[config.mk]
export PLATFORM = sky130hd
export DESIGN_NAME = hart_mem_arbiter
export DESIGN_NICKNAME = d
export VERILOG_FILES = /design/src/rtl/hart_mem_arbiter.sv
export SDC_FILE = /design/constraint.sdc
export NUM_CORES = 1
export LEC_CHECK = 0
export BUFFER_PORTS_ARGS = -buffer_cell sky130_fd_sc_hd__buf_2
export CAP_MARGIN = 25
export CORE_AREA = 2 2 107 109
export CTS_BUF_LIST = sky130_fd_sc_hd__clkbuf_2
export DETAILED_ROUTE_END_ITERATION = 10
export DIE_AREA = 0 0 109 111
export GPL_ROUTABILITY_DRIVEN = 0
export PLACE_DENSITY_LB_ADDON = 0.3
export SYNTH_ARGS = -nofsm -noshare
export SYNTH_HDL_FRONTEND = slang
export SYNTH_SLANG_ARGS = --single-unit
[constraint.sdc]
create_clock -name i_clk -period 2.14 [get_ports i_clk]
set_input_delay 0.428 -clock i_clk [delete_from_list [all_inputs] [get_ports i_clk]]
set_output_delay 0.428 -clock i_clk [all_outputs]
set_load 0.005 [all_outputs]
[src/rtl/hart_mem_arbiter.sv]
// Arbitrates one single-ported synchronous-read memory between instruction fetch and data access.
// Optional grant/conflict statistics counters are enabled with `define HART_MEM_ARB_STATS_EN.
module hart_mem_arbiter #(
    parameter int STARVE_MAX = 4,
    parameter int MEM_BYTES  = 4096
) (
    input  logic        i_clk,
    input  logic        i_rst,
    input  logic        i_if_req,
    input  logic [31:0] i_if_addr,
    output logic        o_if_gnt,
    output logic        o_if_rvalid,
    output logic [31:0] o_if_rdata,
    output logic        o_if_err,
    input  logic        i_d_req,
    input  logic        i_d_wen,
    input  logic [31:0] i_d_addr,
    input  logic [31:0] i_d_wdata,
    input  logic [3:0]  i_d_mask,
    output logic        o_d_gnt,
    output logic        o_d_rvalid,
    output logic [31:0] o_d_rdata,
    output logic        o_d_err,
    output logic [31:0] o_mem_addr,
    output logic        o_mem_ren,
    output logic        o_mem_wen,
    output logic [31:0] o_mem_wdata,
    output logic [3:0]  o_mem_mask,
    input  logic [31:0] i_mem_rdata
`ifdef HART_MEM_ARB_STATS_EN
    ,
    output logic [31:0] o_stat_if_grants,
    output logic [31:0] o_stat_d_grants,
    output logic [31:0] o_stat_conflicts
`endif
);

    localparam logic [3:0]  STARVE_MAX_C = 4'(STARVE_MAX);
    localparam logic [31:0] MEM_BYTES_C  = 32'(MEM_BYTES);

    typedef enum logic [1:0] {
        OWN_NONE = 2'd0,
        OWN_IF   = 2'd1,
        OWN_D    = 2'd2
    } owner_e;

    function automatic logic addr_in_range(input logic [31:0] addr);
        return (addr < MEM_BYTES_C);
    endfunction

    logic [3:0] starve_cnt_r;
    logic [3:0] starve_cnt_nxt_s;
    owner_e     rsp_owner_r;
    owner_e     rsp_owner_nxt_s;
    logic       rsp_err_r;
    logic       rsp_err_nxt_s;
    logic       if_gnt_s;
    logic       d_gnt_s;
    logic       if_ok_s;
    logic       d_ok_s;

    assign if_ok_s = addr_in_range(i_if_addr);
    assign d_ok_s  = addr_in_range(i_d_addr);

    // Grant selection: data has priority until fetch has lost STARVE_MAX times in a row.
    always_comb begin
        if_gnt_s = 1'b0;
        d_gnt_s  = 1'b0;
        if (i_rst) begin
            if_gnt_s = 1'b0;
            d_gnt_s  = 1'b0;
        end else if (i_if_req && i_d_req) begin
            if (starve_cnt_r == STARVE_MAX_C) begin
                if_gnt_s = 1'b1;
            end else begin
                d_gnt_s = 1'b1;
            end
        end else if (i_if_req) begin
            if_gnt_s = 1'b1;
        end else if (i_d_req) begin
            d_gnt_s = 1'b1;
        end else begin
            if_gnt_s = 1'b0;
            d_gnt_s  = 1'b0;
        end
    end

    // Memory command from the winner; out-of-range winners are granted but never strobe memory.
    always_comb begin
        o_mem_addr  = 32'h0000_0000;
        o_mem_ren   = 1'b0;
        o_mem_wen   = 1'b0;
        o_mem_wdata = 32'h0000_0000;
        o_mem_mask  = 4'b0000;
        if (if_gnt_s) begin
            o_mem_addr = i_if_addr;
            o_mem_ren  = if_ok_s;
            o_mem_mask = 4'b1111;
        end else if (d_gnt_s) begin
            o_mem_addr  = i_d_addr;
            o_mem_ren   = !i_d_wen && d_ok_s;
            o_mem_wen   = i_d_wen && d_ok_s;
            o_mem_wdata = i_d_wdata;
            o_mem_mask  = i_d_mask;
        end else begin
            o_mem_addr = 32'h0000_0000;
        end
    end

    // Next-state for the starvation counter and the read-response tracker.
    always_comb begin
        starve_cnt_nxt_s = 4'd0;
        rsp_owner_nxt_s  = OWN_NONE;
        rsp_err_nxt_s    = 1'b0;
        if (i_if_req && !if_gnt_s) begin
            if (starve_cnt_r >= STARVE_MAX_C) begin
                starve_cnt_nxt_s = STARVE_MAX_C;
            end else begin
                starve_cnt_nxt_s = starve_cnt_r + 4'd1;
            end
        end else begin
            starve_cnt_nxt_s = 4'd0;
        end
        if (if_gnt_s) begin
            rsp_owner_nxt_s = OWN_IF;
            rsp_err_nxt_s   = !if_ok_s;
        end else if (d_gnt_s && !i_d_wen) begin
            rsp_owner_nxt_s = OWN_D;
            rsp_err_nxt_s   = !d_ok_s;
        end else begin
            rsp_owner_nxt_s = OWN_NONE;
            rsp_err_nxt_s   = 1'b0;
        end
    end

    // State register with synchronous reset.
    always_ff @(posedge i_clk) begin
        if (i_rst) begin
            starve_cnt_r <= 4'd0;
            rsp_owner_r  <= OWN_NONE;
            rsp_err_r    <= 1'b0;
        end else begin
            starve_cnt_r <= starve_cnt_nxt_s;
            rsp_owner_r  <= rsp_owner_nxt_s;
            rsp_err_r    <= rsp_err_nxt_s;
        end
    end

    // Responses are suppressed while reset is high so a read in flight at reset is dropped.
    always_comb begin
        o_if_rvalid = 1'b0;
        o_if_err    = 1'b0;
        o_if_rdata  = 32'h0000_0000;
        o_d_rvalid  = 1'b0;
        o_d_err     = 1'b0;
        o_d_rdata   = 32'h0000_0000;
        if (!i_rst) begin
            case (rsp_owner_r)
                OWN_IF: begin
                    o_if_rvalid = 1'b1;
                    o_if_err    = rsp_err_r;
                    o_if_rdata  = rsp_err_r ? 32'h0000_0000 : i_mem_rdata;
                end
                OWN_D: begin
                    o_d_rvalid = 1'b1;
                    o_d_err    = rsp_err_r;
                    o_d_rdata  = rsp_err_r ? 32'h0000_0000 : i_mem_rdata;
                end
                default: begin
                    o_if_rvalid = 1'b0;
                    o_d_rvalid  = 1'b0;
                end
            endcase
            if (d_gnt_s && i_d_wen && !d_ok_s) begin
                o_d_err = 1'b1;
            end else begin
                o_d_err = o_d_err;
            end
        end else begin
            o_if_rvalid = 1'b0;
            o_d_rvalid  = 1'b0;
        end
    end

    assign o_if_gnt = if_gnt_s;
    assign o_d_gnt  = d_gnt_s;

`ifdef HART_MEM_ARB_STATS_EN
    logic [31:0] stat_if_grants_r;
    logic [31:0] stat_d_grants_r;
    logic [31:0] stat_conflicts_r;

    // Wrapping event counters; conflicts count both-requesting cycles regardless of outcome.
    always_ff @(posedge i_clk) begin
        if (i_rst) begin
            stat_if_grants_r <= 32'd0;
            stat_d_grants_r  <= 32'd0;
            stat_conflicts_r <= 32'd0;
        end else begin
            stat_if_grants_r <= stat_if_grants_r + {31'd0, if_gnt_s};
            stat_d_grants_r  <= stat_d_grants_r + {31'd0, d_gnt_s};
            stat_conflicts_r <= stat_conflicts_r + {31'd0, (i_if_req && i_d_req)};
        end
    end

    assign o_stat_if_grants = stat_if_grants_r;
    assign o_stat_d_grants  = stat_d_grants_r;
    assign o_stat_conflicts = stat_conflicts_r;
`endif

endmodule

==> summary.md <==
| Metric | Value |
|---|---|
| Worst setup SP type | `flip-flop` |
| CP Class | `reg2out` |
| Initial Utilization | `13.5%` |
| Post-synthesis adder-cell area fraction | `1.67%` |
| Crit-path max FO | `10` |
| Xor/xnor cell area share of the yosys netlist | `0%` |
| GRT Total Usage | `12.9%` |
| DRT iter0 DRCs | `71` |
| Vias per cell | `4.25` |
| Die height | `111 µm` |
| Layout fillers | `1221` |
| Die area | `0.0121 mm²` |
| CTS Root Cell | `clkbuf_2` |
| Max Slew Vio Count | `0` |
| Hold Path Class | `in2reg` |
| Worst r2r src | `starve_cnt_r[1]` |
| Placed cell count | `644` |
| Core Area | `0.0111 mm²` |
| Critical Path Sink Type | `output port` |
| DRT antenna net count | `0` |
| Die width | `109 µm` |
| Post-synthesis simple-gate area fraction | `56.1%` |
| Placement Rows | `39` |
| Reg2reg setup slack | `0.50 ns` |
| Mapped Nets | `378` |
| Hold_buf cts | `0` |
| Unrepaired setup endpoints after global routing | `true` |
| Crit path arrival time | `1.71 ns` |
| Most frequent cells in the layout | `261 x buf_2, 67 x nor2_1, 33 x nand2b_1` |
| Most common cell after layout, fill and taps aside | `buf_2` |
| Synth Area in Compound Gates | `23.6%` |
| Mux contribution to synthesized area | `0%` |
| Clk_lat worst skew | `0.24 ns` |
| I/O Buffers | `276` |
| Setup tns final | `-0.000162 ns` |
| Status | `complete, but fails checks` |
| FF/Latch Area | `143 µm²` |
| Post-synthesis cell count | `239` |
| Yosys reg bits | `7` |
| Worst r2r path cells | `8` |
| Hpwl dp | `7.15 mm` |
| Fin area | `0.00341 mm²` |
| Vias in the first global route | `2478` |
| CTS tree | `done` |
| Total power | `0.000747 W` |
| Worst hold start | `i_rst` |
| Hold path cells | `2` |
| Initial antenna violation count | `0` |
| Final WL | `9.31 mm` |
| Pleak | `2.08 nW` |
| Placement Cell Area | `0.00302 mm²` |
| Share of cells above drive strength 1 | `63.5%` |
| Area Growth Syn to Fin | `128%` |
| Violated checks | `setup timing` |
| Worst hold path endpoint | `rsp_owner_r[0]` |
| Worst r2r dst | `rsp_err_r` |
| Worst-path clk slew | `0.07 ns` |
| Minimum clock period | `2.14 ns` |
| Synth Warn # | `0` |
| DRT Pass-1 Iters | `4` |
| Max Freq | `0.467 GHz` |
| Multi-input gate area | `0.00128 mm²` |
| Syn avg cell area | `6.26 µm²` |
| First-pass GRT wire length | `12.2 mm` |
| Number of diodes | `0` |
| H-Tree Depth | `1` |
| Cell Count, Final, Fillers Out | `658` |
| Final number of hold-violating endpoints | `0` |
| I/O pin cnt | `277` |
| Number of synthesized flops with an enable pin | `0` |
| Pin count of the biggest net entering global routing | `38` |
| Final setup margin | `-0.000162 ns` |
| Routed vias | `2798` |
| Layout Nets | `655` |
| Required time worst endpoint | `1.71 ns` |
| Ys flop type | `dfxtp_1` |
| P per Cell Area | `219 mW/mm²` |
| Crit share post-route | `100%` |
| Seq/Total Area, Yosys | `9.37%` |
| Unique masters post-synth | `26` |
| Clk sinks | `7` |
| Worst vdd ir | `0.0769 mV` |
| Largest family of logic cells by synthesized area | `simple AND/OR/NAND/NOR gates` |
| Wire per inst | `14.2 µm` |
| CTS buffer count | `3` |
| DRC errors left | `0` |
| Synth async-reset ratio | `0%` |
| Final setup fails | `1` |
| Grt ovf | `0` |
| Clock skew | `0.00424 ns` |
| Max-cap viol count | `0` |
| Cell Area, Synth | `0.00150 mm²` |
| Clk buf depth | `2` |
## per-layer routing
| metal | track usage [%] | vias to the layer above | share of wire (%) |
|---|---|---|---|
| met4 | 6.07 | 0 | 4.1 |
| met1 | 13.4 | 1248 | 36 |
| li1 | - | 1352 | - |
| met5 | 0 | - | 0 |
| met2 | 24.8 | 175 | 52 |
| met3 | 1.59 | 23 | 8.0 |
## worst max-delay path, cell delays in order (launching register included)
cell and delay, ns:
dfxtp_2 0.32, inv_2 0.06, ha_4 0.13, nand3b_4 0.10, o211a_4 0.33, buf_12 0.17, a32o_1 0.23, buf_2 0.12
## synthesized netlist by cell type, types with 3 or more instances
cell type  number  share of area, %
nor2_1         67                17
nand2b_1       33                14
and2_1         32                13
a22o_1         25                15
clkbuf_1       11               2.8
nand2_1        11               2.8
nor4_1         11               4.6
a22o_2          8               5.4
dfxtp_1         7               9.4
inv_1           7               1.8
buf_2           6               2.0
and3_1          3               1.3
buf_6           3               2.3
## flip-flops by register name, indices dropped and copies added (netlist names)
register	count
starve_cnt_r	4
rsp_owner_r	2
rsp_err_r	1
## kinds of logic after synthesis
family,after synthesis
AOI/OAI and AO/OA,38
adders and majority gates,2
buffers and inverters,28
DFF,7
other,1
and+or+nand+nor,163
## per-stage QoR
| stage | utilization (%) | worst slack [ns] | hold slack (ns) |
|---|---|---|---|
| 2_1_floorplan | - | 0.335 | 0.429 |
| 3_3_place_gp | 27.3 | -0.0112 | 0.445 |
| 3_5_place_dp | 27.3 | -0.0776 | 0.446 |
| 4_1_cts | 28.6 | 0.00522 | 0.442 |
| 5_1_grt | 30.8 | -0.0801 | 0.454 |
| 6_report | 30.8 | -0.000162 | 0.446 |
## power breakdown
group | leakage, nW | switching, W | total (W) | internal, W
clock | 0.0166 | 0.0000505 | 0.000100 | 0.0000497
combinational | 2.01 | 0.000224 | 0.000509 | 0.000285
sequential | 0.0585 | 0.00000318 | 0.000139 | 0.000135
## layout make-up
cell class / count / area share [%]
flip-flops and latches: 7 / 4.18
inverters: 8 / 1.03
repair buffers: 292 / 51.3
well taps: 143 / 5.24
multi-input cells: 204 / 37.6
clock buffers: 4 / 0.587
## how the worst max path moves through the flow
| stage | startpoint | to | slack [ns] |
|---|---|---|---|
| finish | starve_cnt_r[1] | o_d_err | -0.0002 |
| global route | starve_cnt_r[1] | o_d_err | -0.08 |
| CTS | starve_cnt_r[1] | o_d_err | 0.005 |
| detailed placement | i_d_addr[15] | o_d_err | -0.08 |
| global placement | i_d_addr[15] | o_d_err | -0.01 |
| floorplan | starve_cnt_r[0] | o_mem_addr[23] | 0.34 |
## timing repair
action | CTS | global route
setup endpoints to repair | 71 | 34
buffers inserted | 3 | 0
pin swaps | 3 | 11
gates cloned | 2 | 5
gates resized for setup | 19 | 28
hold endpoints to repair | 0 | 0
Note: power is estimated with default switching activity, not from simulation.
